### src/rtl/fetch_stage.sv
// fetch_stage: PC, single-outstanding imem request FSM, IF/ID register with 1-entry skid buffer.
module fetch_stage #(
  parameter logic [31:0] RESET_PC = 32'h0000_0000,
  parameter int          PC_STEP  = 4
) (
  input  logic        clk,
  input  logic        rst_n,
  output logic        imem_req,
  output logic [31:0] imem_addr,
  input  logic        imem_ready,
  input  logic        imem_rvalid,
  input  logic [31:0] imem_rdata,
  input  logic        redirect_valid,
  input  logic [31:0] redirect_pc,
  input  logic        stall,
  output logic        ir_valid,
  output logic [31:0] ir,
  output logic [31:0] ir_pc
);
  typedef enum logic [1:0] {REQ, WAIT, FULL} state_t;
  state_t      state;
  logic [31:0] pc, pend_pc, buf_data, buf_pc;
  logic        drop, hs, can_load;
  assign imem_req  = rst_n && state == REQ;
  assign imem_addr = pc;
  assign hs        = imem_req & imem_ready;
  assign can_load  = ~ir_valid | ~stall;
  always_ff @(posedge clk or negedge rst_n) begin
    if (!rst_n) begin
      state    <= REQ;
      pc       <= RESET_PC;
      pend_pc  <= '0;
      buf_data <= '0;
      buf_pc   <= '0;
      drop     <= 1'b0;
      ir_valid <= 1'b0;
      ir       <= '0;
      ir_pc    <= '0;
    end else if (redirect_valid) begin
      pc       <= redirect_pc & ~32'h3;
      ir_valid <= 1'b0;
      if (state == REQ) begin
        if (hs) begin
          drop  <= 1'b1;
          state <= WAIT;
        end
      end else if (state == WAIT) begin
        drop <= ~imem_rvalid;
        if (imem_rvalid) state <= REQ;
      end else begin
        state <= REQ;
      end
    end else begin
      if (ir_valid && !stall) ir_valid <= 1'b0;
      unique case (state)
        REQ: if (hs) begin
          pend_pc <= pc;
          pc      <= pc + 32'(PC_STEP);
          state   <= WAIT;
        end
        WAIT: if (imem_rvalid) begin
          state <= REQ;
          if (drop) begin
            drop <= 1'b0;
          end else if (can_load) begin
            ir       <= imem_rdata;
            ir_pc    <= pend_pc;
            ir_valid <= 1'b1;
          end else begin
            buf_data <= imem_rdata;
            buf_pc   <= pend_pc;
            state    <= FULL;
          end
        end
        FULL: if (!stall) begin
          ir       <= buf_data;
          ir_pc    <= buf_pc;
          ir_valid <= 1'b1;
          state    <= REQ;
        end
        default: state <= REQ;
      endcase
    end
  end
  // Memory may only answer while a request is outstanding.
  a_rvalid_in_wait: assert property (@(posedge clk) disable iff (!rst_n) imem_rvalid |-> state == WAIT);
endmodule

### config.mk
export PLATFORM = sky130hd
export DESIGN_NAME = fetch_stage
export DESIGN_NICKNAME = d
export VERILOG_FILES = /design/src/rtl/fetch_stage.sv
export SDC_FILE = /design/constraint.sdc
export NUM_CORES = 1
export LEC_CHECK = 0
export CAP_MARGIN = 10
export CORE_ASPECT_RATIO = 0.7
export CORE_MARGIN = 2
export CORE_UTILIZATION = 40
export CTS_CLUSTER_DIAMETER = 80
export CTS_CLUSTER_SIZE = 30
export DETAILED_ROUTE_END_ITERATION = 7
export PLACE_DENSITY_LB_ADDON = 0.3
export SYNTH_ARGS = -nofsm -noshare
export SYNTH_HDL_FRONTEND = slang
export SYNTH_SLANG_ARGS = --single-unit
### constraint.sdc
create_clock -name clk -period 3.23 [get_ports clk]
set_input_delay 0.8075 -clock clk [delete_from_list [all_inputs] [get_ports clk]]
set_output_delay 0.8075 -clock clk [all_outputs]
set_load 0.02 [all_outputs]
* Yosys cells after proc, flatten, opt, wreduce, memory -nomap -nowiden *
Index checks and enable logic that the tools add are counted.

word-level totals
  input bits = 70
  register bits after elaboration = 196

operators by class
  equality and inequality tests = 10
  add/subtract/negate cells = 1
  bitwise logic cells = 8
  reductions and logical operators = 16
  multiplexer cells = 36

operators with widths
  cell                   number
  $mux 32                11
  $pmux 32 s2            2
  $add 32x3->32 const B  1
  $mux 2                 9
  $mux 1                 12
  $ne 3x3->1 const B     4
  $reduce_bool 2->1      6
  $ne 2x2->1 const B     4
  $not 1->1              6
  $pmux 2 s3             1
  $reduce_and 3->1       2
  $reduce_and 6->1       1
  $reduce_and 5->1       1
  $reduce_and 4->1       1
  $eq 2x1->1 const B     1
  $eq 2x2->1 const B     1
  $logic_and 1x1->1      2
  $logic_not 2->1        1
  $pmux 1 s2             1
  $reduce_and 2->1       1
  $and 1x1->1            1
  $logic_not 1->1        1
  $or 1x1->1             1

* Longest topological paths before layout *
Gate-level depths: netlist of run 1.

  depth in word-level cells = 8
  gate-level depth with buffers = 9

* Worst setup path before layout of run 1 *
Ideal clock, no wire load.

  path kind = input port to flip-flop
  start = input redirect_valid
  end = register buf_data[0]
  stages on the path = 6
  arrival = 2.391 ns
  setup slack = 0.714 ns
  setup time = 0.125 ns
  required time = 3.105 ns
  cell sequence = clkbuf_1 -> or4_1 -> or2_2 -> clkbuf_1 -> buf_2 -> mux2_2

between the ends
  cells in the longest elaborated chain, start to end = 2

RTL lines
  what                        line  source
  start: declaration          13    input logic redirect_valid,
  $not 1->1 (no line)         n/a
  $reduce_and 5->1 (no line)  n/a
  end signal: assignment      70    buf_data <= imem_rdata;
  end: declaration            22    logic [31:0] pc, pend_pc, buf_data, buf_pc;

No other way between the ends.
A chain may end at the register's enable or synchronous reset.

* Worst setup path in the final report of run 1 *
  start = register state[0]
  end = output imem_req

between the ends
  cells in the longest elaborated chain, start to end = 2

RTL lines
  what                      line  source
  start: declaration        21    state_t state;
  start signal: assignment  30    state <= REQ;
  start signal: assignment  45    state <= WAIT;
  start signal: assignment  49    if (imem_rvalid) state <= REQ;
  $logic_not 2->1           24    assign imem_req = rst_n && state == REQ;
  $logic_and 1x1->1         24
  end: declaration          8     output logic imem_req,

No other way between the ends.

==> results of run 1 <==
[how the worst max path moves through the flow]
| stage | from | to | cells after the start |
|---|---|---|---|
| 2_1_floorplan | redirect_valid | buf_data[0] | 6 |
| 3_3_place_gp | redirect_valid | buf_data[15] | 4 |
| 3_5_place_dp | redirect_valid | buf_pc[2] | 4 |
| 4_1_cts | state[0] | imem_req | 4 |
| 5_1_grt | state[0] | imem_req | 4 |
| 6_report | state[0] | imem_req | 4 |
[cell families (layout without fill, tap and decap cells)]
kind of cell,count (synthesis),count (layout),synth area share [%]
mux,211,211,27.9
flops,188,188,55.3
simple gates,110,110,6.81
compound gates,69,69,5.16
buf+inv,57,223,3.12
xor+xnor,10,10,1.03
fa+ha+maj,4,4,0.589
other cells,1,4,0.0441
[layout make-up]
| type | count | area, um2 | share of cell area (%) |
|---|---|---|---|
| tap | 276 | 345 | 3.12 |
| inverter | 15 | 56.3 | 0.509 |
| timing repair buffer | 176 | 1750 | 15.8 |
| clock buffer | 18 | 439 | 3.97 |
| sequential | 188 | 4700 | 42.5 |
| multi-input combinational | 408 | 3560 | 32.2 |
| clock inverter | 14 | 201 | 1.82 |
[synth_stat cells, drive strengths merged (3+ instances only)]
cell type    n  area (um2)
a21oi        4        20.0
a31oi       17         106
buf         16         100
clkbuf      24        90.1
dfrtp      188        4700
ha           4        50.1
inv         15        56.3
mux2       210        2360
nand2       37         139
nand3       11        55.1
nand4        7        58.8
nand4b       3        26.3
nor2        17        63.8
nor3         5        25.0
nor4         6        37.5
o21ai       24         120
o31ai        8        60.1
or3          6        41.3
or4         13         101
xnor2        8        70.1
[metal layers]
layer / share of wire (%) / track usage [%] / up-vias
met5: 0 / 0 / -
met4: 1.4 / 5.50 / 0
met3: 5.2 / 3.11 / 18
met2: 47 / 28.8 / 181
met1: 47 / 24.4 / 2888
li1: - / - / 2662
[where the power goes]
| part | internal (mW) | switching, mW |
|---|---|---|
| clock network | 1.27 | 0.970 |
| logic | 1.55 | 1.26 |
| registers | 3.00 | 0.431 |
[stage by stage]
step	std cells	area, um2	util (%)	hold slack (ns)
6_report	1095	11100	53.2	0.500
2_1_floorplan	653	8520	-	0.464
4_1_cts	1095	11100	53.2	0.502
3_3_place_gp	1063	10400	50.1	0.478
5_1_grt	1095	11100	53.2	0.513
3_5_place_dp	1063	10400	50.1	0.488
[state kept, by name (all words and copies together), names as in the netlist]
signal,flops
buf_pc,30
imem_addr,30
pend_pc,30
ir,32
ir_pc,30
state,2
drop,1
ir_valid,1
buf_data,32
==> run_results.csv, run 1 <==
group,metric,value,unit
timing,report.final.slew_viol_count,0,
global_route,antenna_found_initial,0,
detailed_routing,drc,0,
clock_network,h-tree-depth,4,
clock_network,ctsHoldBuffers,0,
synthesis,synth_edf_count,0,
worst_setup_path,r2r-end,"imem_addr[28]",
worst_setup_path,rrSetupSlack,0.67,ns
synthesis,synth-seq-cells,188,
timing,worst_pin_slew,1.01,ns
worst_hold_path,whs_path_depth,1,
final_layout,final_common_cell,"mux2_2",
clock_network,numCtsBuffers,17,
timing,max_freq,343,MHz
synthesis,syn_area_per_cell,13.1,um2
worst_hold_path,hold-path-endpoint,"buf_pc[31]",
synthesis,syn_inst,650,
worst_setup_path,cp.required,2.42,ns
timing,tns,0,ns
worst_setup_path,critPathBufInv,2,
clock_network,ctsRootBufferMaster,"clkbuf_16",
run_status,outcome,"completed",
final_layout,drive_above_1_share,32.7,%
die,ios,168,
worst_setup_path,r2r-start,"state[0]",
synthesis,seq_area_frac_synth,55.3,%
final_layout,num-fill-cells,1718,
clock_network,post_cts_buffers,0,
detailed_routing,wirelength,19.5,mm
timing,fin_crit_sh,90.2,%
final_layout,antenna_cells,0,
final_layout,layout.nets,880,
placed_design,place.gp.congestion,0.771,
power,power_leakage,4.78,nW
clock_network,cts.sink_count,188,
detailed_routing,ant_nets,0,
worst_setup_path,cp_cell_sequence,"inv_1 > ha_1 > and2_1 > clkdlybuf4s50_1",
worst_setup_path,end_kind,"primary output",
worst_hold_path,worstHoldStart,"buf_pc[31]",
worst_setup_path,reg2reg_depth,7,
timing,fin_crit,2.91,ns
synthesis,ys.flop_type,"dfrtp_1",
global_route,grt_pass1_vias,5986,
clock_network,clkLatencyLatePin,0.43,ns
final_layout,syn2layout_area_growth,30.1,%
global_route,globalRouteOverflowTotal,0,
timing,slew_headroom,32.6,%
die,dieArea,0.0225,mm2
synthesis,yosys_warnings,0,
die,core,0.0208,mm2
worst_setup_path,path_max_fanout,9,
final_layout,layout_common_cells,"mux2_2, dfrtp_1, clkdlybuf4s50_1, nand2_1, o21ai_0",
clock_network,cts.clk_slew.worst_paths,0.07,ns
die,die_y,126,um
clock_network,cts_resized,0,
timing,setup_ws,0.315,ns
die,die_width,178,um
global_route,grt_util_all_layers,17.8,%
power,power,8.49,mW
worst_hold_path,min_path_type,"reg -> reg",
timing,hold_violations,0,
worst_setup_path,critPathLaunchType,"flop",
power,irDropWorstVdd,0.000433,V
die,rows,44,
timing,rsz0062_at_grt,"false",
global_route,grt_max_degree,189,
detailed_routing,vias_per_cell,5.25,
detailed_routing,drt_pass1_iterations,5,
worst_setup_path,crit_arrival,2.11,ns
clock_network,clockBufferDepth,2,
detailed_routing,avgRoutedWirePerCell,17.8,um
worst_setup_path,crit_family,"buffers and inverters",
detailed_routing,initialDrtViolationCount,360,
global_route,grt_pass1_wl,31.2,mm
clock_network,cts_tree,"built",
synthesis,syn-cell-area,0.00850,mm2
timing,finalSetupViolations,0,
synthesis,async_reset_ff_share,100,%
placed_design,dp_hpwl,13.1,mm
worst_setup_path,crit_path_max_incr_delay,0.63,ns
placed_design,numPortBuffers,161,
synthesis,synth.distinct_cells,44,
power,power.density,768,mW/mm2
worst_setup_path,critPathSlowestCell,"clkdlybuf4s50_1",
placed_design,pre_cts_ws,0.200,ns
worst_setup_path,critical_path_class,"reg -> out",
job,maxCapViolations,0,
timing,finClkSkew,0.0116,ns
die,start_util,40.9,%
detailed_routing,vias,5749,
(Power assumes the default switching activity.)
==> run 2, diff against run 1 <==
- ABC_CLOCK_PERIOD_IN_PS: unset -> 3230
- CTS_CLUSTER_SIZE: 30 -> 20
- SLEW_MARGIN: unset -> 20
==> run_results.csv, run 2 (synthesis gave the netlist of run 1 again) <==
group,metric,value,unit
placed_design,place.gp.congestion,0.771,
detailed_routing,vias,5781,
final_layout,antenna_cells,0,
clock_network,h-tree-depth,4,
worst_setup_path,critPathSlowestCell,"clkdlybuf4s50_1",
die,start_util,40.9,%
die,dieArea,0.0225,mm2
worst_setup_path,critical_path_class,"reg -> out",
detailed_routing,avgRoutedWirePerCell,17.8,um
worst_hold_path,min_path_type,"in -> async",
worst_setup_path,crit_family,"buffers and inverters",
worst_setup_path,critPathBufInv,2,
worst_setup_path,end_kind,"primary output",
run_status,outcome,"completed",
timing,slew_headroom,32.4,%
detailed_routing,ant_nets,0,
clock_network,numCtsBuffers,17,
timing,fin_crit_sh,90.3,%
worst_setup_path,cp.required,2.42,ns
final_layout,largest_registers,"buf_data: 32 flops, ir: 32 flops",
power,p_sw_share,31.3,%
clock_network,cts_tree,"built",
power,power.density,766,mW/mm2
power,p_int,5.83,mW
final_layout,multi_input_area,0.00356,mm2
worst_setup_path,path_max_fanout,9,
global_route,antenna_found_initial,0,
die,rows,44,
timing,rsz0062_at_grt,"false",
clock_network,ctsRootBufferMaster,"clkbuf_16",
clock_network,cts_resized,0,
clock_network,cts.sink_count,188,
worst_setup_path,r2r-start,"state[0]",
timing,hold_violations,0,
timing,max_freq,343,MHz
placed_design,dp_hpwl,13.1,mm
final_layout,num-fill-cells,1716,
worst_setup_path,crit_arrival,2.11,ns
worst_setup_path,crit_path_max_incr_delay,0.63,ns
global_route,grt_util_all_layers,17.8,%
power,irDropWorstVdd,0.000448,V
clock_network,clkLatencyLatePin,0.42,ns
global_route,grt_max_degree,189,
final_layout,fin_area,0.0111,mm2
detailed_routing,drt_pass1_iterations,5,
power,power_leakage,4.79,nW
die,core,0.0208,mm2
placed_design,dpl-instance-area,0.0104,mm2
die,ios,168,
global_route,grt_pass1_vias,5986,
die,die_y,126,um
detailed_routing,wirelength,19.5,mm
clock_network,clockBufferDepth,2,
final_layout,layout_common_cells,"mux2_2, dfrtp_1, clkdlybuf4s50_1, nand2_1, o21ai_0",
clock_network,cts.clk_slew.worst_paths,0.08,ns
worst_setup_path,crit_start,"state[0]",
detailed_routing,vias_per_cell,5.27,
worst_setup_path,cp_cell_sequence,"inv_1 > ha_1 > and2_1 > clkdlybuf4s50_1",
power,clkPwrFrac,26.4,%
power,p_comb_share,33.2,%
timing,finalSetupViolations,0,
timing,finClkSkew,0.0128,ns
worst_setup_path,critPathLaunchType,"flop",
final_layout,syn2layout_area_growth,30.4,%
global_route,grt_pass1_wl,31.2,mm
timing,report.final.slew_viol_count,0,
timing,worst_pin_slew,1.01,ns
global_route,globalRouteOverflowTotal,0,
clock_network,ctsHoldBuffers,0,
final_layout,layout.nets,881,
timing,tns,0,ns
clock_network,post_cts_buffers,0,
placed_design,numPortBuffers,161,
power,pwr-share-seq,40.4,%
die,die_width,178,um
detailed_routing,drc,0,
final_layout,drive_above_1_share,32.8,%
power,switching_power,2.66,mW
timing,fin_crit,2.92,ns
job,maxCapViolations,0,
final_layout,final_common_cell,"mux2_2",
final_layout,seqCellArea,0.00470,mm2
detailed_routing,initialDrtViolationCount,310,
[run 2: per-layer routing]
metal	routed length, um	track usage [%]	vias up
met4	265	5.50	0
met3	978	3.11	21
li1	-	-	2665
met5	0	0	-
met1	9160	24.4	2898
met2	9140	28.8	197
[run 2: area by class of cell]
class,count,share of cell area [%]
Inverter,15,0.508
Tap cell,276,3.11
Clock inverter,14,1.82
Sequential cell,188,42.4
Multi-Input combinational cell,408,32.1
Clock buffer,18,3.96
Timing Repair Buffer,177,16.1
[run 2: per-stage QoR]
stage                     hold WS (ns)  setup slack, ns  instances  util [%]  total power, mW
after global placement           0.478            0.223       1063      50.1             6.21
after detailed placement         0.488            0.200       1063      50.1             6.31
final                            0.386            0.314       1096      53.3             8.49
after global routing             0.394            0.200       1096      53.3             8.91
after floorplan                  0.464            0.714        653         -             4.97
after CTS                        0.502            0.267       1095      53.2             8.59
[run 2: final timing paths]
kind	to	slack (ns)	cells after the start
setup / recovery	imem_req	0.31	4
hold / removal	buf_pc[19]	0.39	2
setup reg to reg	imem_addr[28]	0.67	7
hold reg to reg	buf_pc[31]	0.50	1
max in group asynchronous	pend_pc[26]	1.86	3
min in group clk	buf_pc[31]	0.50	1
[run 2: power by group through the flow]
stage               clock, mW  combinational [mW]  sequential (mW)
finish                   2.24                2.82             3.44
global route             2.39                3.00             3.53
CTS                      2.30                2.85             3.44
detailed placement          0                2.84             3.48
global placement            0                2.79             3.42
floorplan                   0                1.07             3.90
==> run 3, diff against run 2 <==
--- a/config.mk
+++ b/config.mk
@@ -16,3 +16,2 @@
 export PLACE_DENSITY_LB_ADDON = 0.3
-export SLEW_MARGIN = 20
 export SYNTH_ARGS = -nofsm -noshare
--- a/constraint.sdc
+++ b/constraint.sdc
@@ -3,2 +3,2 @@
 set_output_delay 0.8075 -clock clk [all_outputs]
-set_load 0.02 [all_outputs]
+set_load 0.005 [all_outputs]
==> run_results.csv, run 3 (synthesis gave the netlist of run 1 again) <==
group,metric,value,unit
timing,fin_crit_sh,86.5,%
final_layout,final_util,53.0,%
detailed_routing,avgRoutedWirePerCell,18.2,um
worst_hold_path,min_path_type,"reg -> reg",
final_layout,layout.nets,882,
global_route,grt_max_degree,73,
timing,hold_violations,0,
placed_design,place.gp.congestion,0.794,
timing,fin_crit,2.79,ns
worst_setup_path,reg2reg_depth,6,
clock_network,numCtsBuffers,17,
timing,slew_headroom,32.2,%
timing,finalSetupViolations,0,
detailed_routing,wirelength,19.9,mm
placed_design,dp_hpwl,13.4,mm
clock_network,cts_resized,0,
detailed_routing,initialDrtViolationCount,290,
timing,worst_pin_slew,1.02,ns
final_layout,final_common_cell,"mux2_2",
timing,hold_ws,0.502,ns
power,irDropWorstVdd,0.000354,V
detailed_routing,vias_per_cell,5.25,
worst_hold_path,whs_path_depth,1,
timing,report.final.slew_viol_count,0,
die,start_util,40.9,%
clock_network,cts.sink_count,188,
global_route,grt_pass1_vias,6039,
job,maxCapViolations,0,
global_route,antenna_found_initial,0,
worst_setup_path,crit_arrival,1.99,ns
global_route,use_met2,30.0,%
final_layout,drive_above_1_share,32.8,%
worst_setup_path,cp.required,2.42,ns
die,ios,168,
final_layout,syn2layout_area_growth,29.6,%
power,power.density,715,mW/mm2
worst_setup_path,end_kind,"primary output",
power,power_leakage,4.76,nW
detailed_routing,drt_pass1_iterations,4,
global_route,grt.met1_usage,25.1,%
final_layout,num-fill-cells,1755,
die,core,0.0208,mm2
global_route,grt_pass1_wl,32.0,mm
timing,tns,0,ns
global_route,grt-busiest-layer,"met2",
clock_network,h-tree-depth,4,
timing,rsz0062_at_grt,"false",
global_route,use_met3,3.59,%
clock_network,ctsHoldBuffers,0,
clock_network,clockBufferDepth,2,
clock_network,cts_tree,"built",
clock_network,ctsRootBufferMaster,"clkbuf_16",
die,die_y,126,um
detailed_routing,ant_nets,0,
detailed_routing,drc,0,
worst_setup_path,critPathLaunchType,"flop",
clock_network,clkLatencyLatePin,0.42,ns
clock_network,post_cts_buffers,0,
worst_setup_path,path_max_fanout,9,
final_layout,layout_common_cells,"mux2_2, dfrtp_1, clkdlybuf4s50_1, nand2_1, o21ai_0",
clock_network,cts.clk_slew.worst_paths,0.07,ns
timing,finClkSkew,0.00910,ns
timing,max_freq,358,MHz
final_layout,multi_input_area,0.00356,mm2
final_layout,seqCellArea,0.00470,mm2
placed_design,numPortBuffers,161,
global_route,grt_util_all_layers,18.3,%
global_route,globalRouteOverflowTotal,0,
detailed_routing,vias,5766,
run_status,outcome,"completed",
die,rows,44,
die,die_width,178,um
final_layout,largest_registers,"buf_data: 32 flops, ir: 32 flops",
power,power,7.88,mW
die,dieArea,0.0225,mm2
worst_setup_path,critical_path_class,"reg -> out",
-- run 3: cell count changes in the layout (fill, tap and decap cells not counted), sizes merged --
cell | before | now
buf | 16 | 17
bufinv | 3 | 2
diode | 0 | 1
clkinvlp | 0 | 3
clkinv | 6 | 2
inv | 20 | 21
clkbuf | 19 | 20
-- run 3: worst paths after layout --
kind | slack (ns) | end | start
worst max register to register | 0.65 | buf_pc[3] | state[1]
worst max-delay path | 0.44 | imem_req | state[0]
min in group asynchronous | 0.56 | buf_pc[18] | rst_n
max in group asynchronous | 1.30 | buf_data[0] | rst_n
worst min-delay path | 0.50 | buf_pc[31] | buf_pc[31]
worst min register to register | 0.50 | buf_pc[31] | buf_pc[31]
-- run 3: report_power, final --
part | total (mW) | internal [mW] | switching (mW)
clock network | 2.13 | 1.18 | 0.943
registers | 3.45 | 3.01 | 0.441
logic | 2.30 | 1.54 | 0.760
total | 7.88 | 5.73 | 2.14
-- run 3: layout make-up --
| class | count | share of cell area [%] |
|---|---|---|
| flip-flops and latches | 188 | 42.7 |
| inverters | 15 | 0.511 |
| well taps | 276 | 3.13 |
| clock buffers | 19 | 4.02 |
| multi-input cells | 408 | 32.3 |
| clock inverters | 13 | 1.40 |
| diodes | 1 | 0.0227 |
| repair buffers | 178 | 15.9 |
-- run 3: per-stage QoR --
stage | area [um2] | setup WS [ns] | cells
after floorplan | 8520 | 0.714 | 653
after global placement | 10400 | 0.222 | 1065
after detailed placement | 10400 | 0.121 | 1065
after CTS | 11000 | 0.388 | 1097
after global routing | 11000 | 0.321 | 1097
final | 11000 | 0.437 | 1098
-- run 3: routing by layer --
| layer | wire length (um) | up-vias |
|---|---|---|
| li1 | - | 2660 |
| met5 | 0 | - |
| met2 | 9720 | 128 |
| met4 | 176 | 0 |
| met3 | 983 | 12 |
| met1 | 9070 | 2966 |
-- run 3: worst max-delay path, cell delays in order, from the launching register on --
cell and delay [ns]:
dfrtp_1 0.41, inv_1 0.13, ha_1 0.33, and2_1 0.17, clkdlybuf4s50_1 0.53
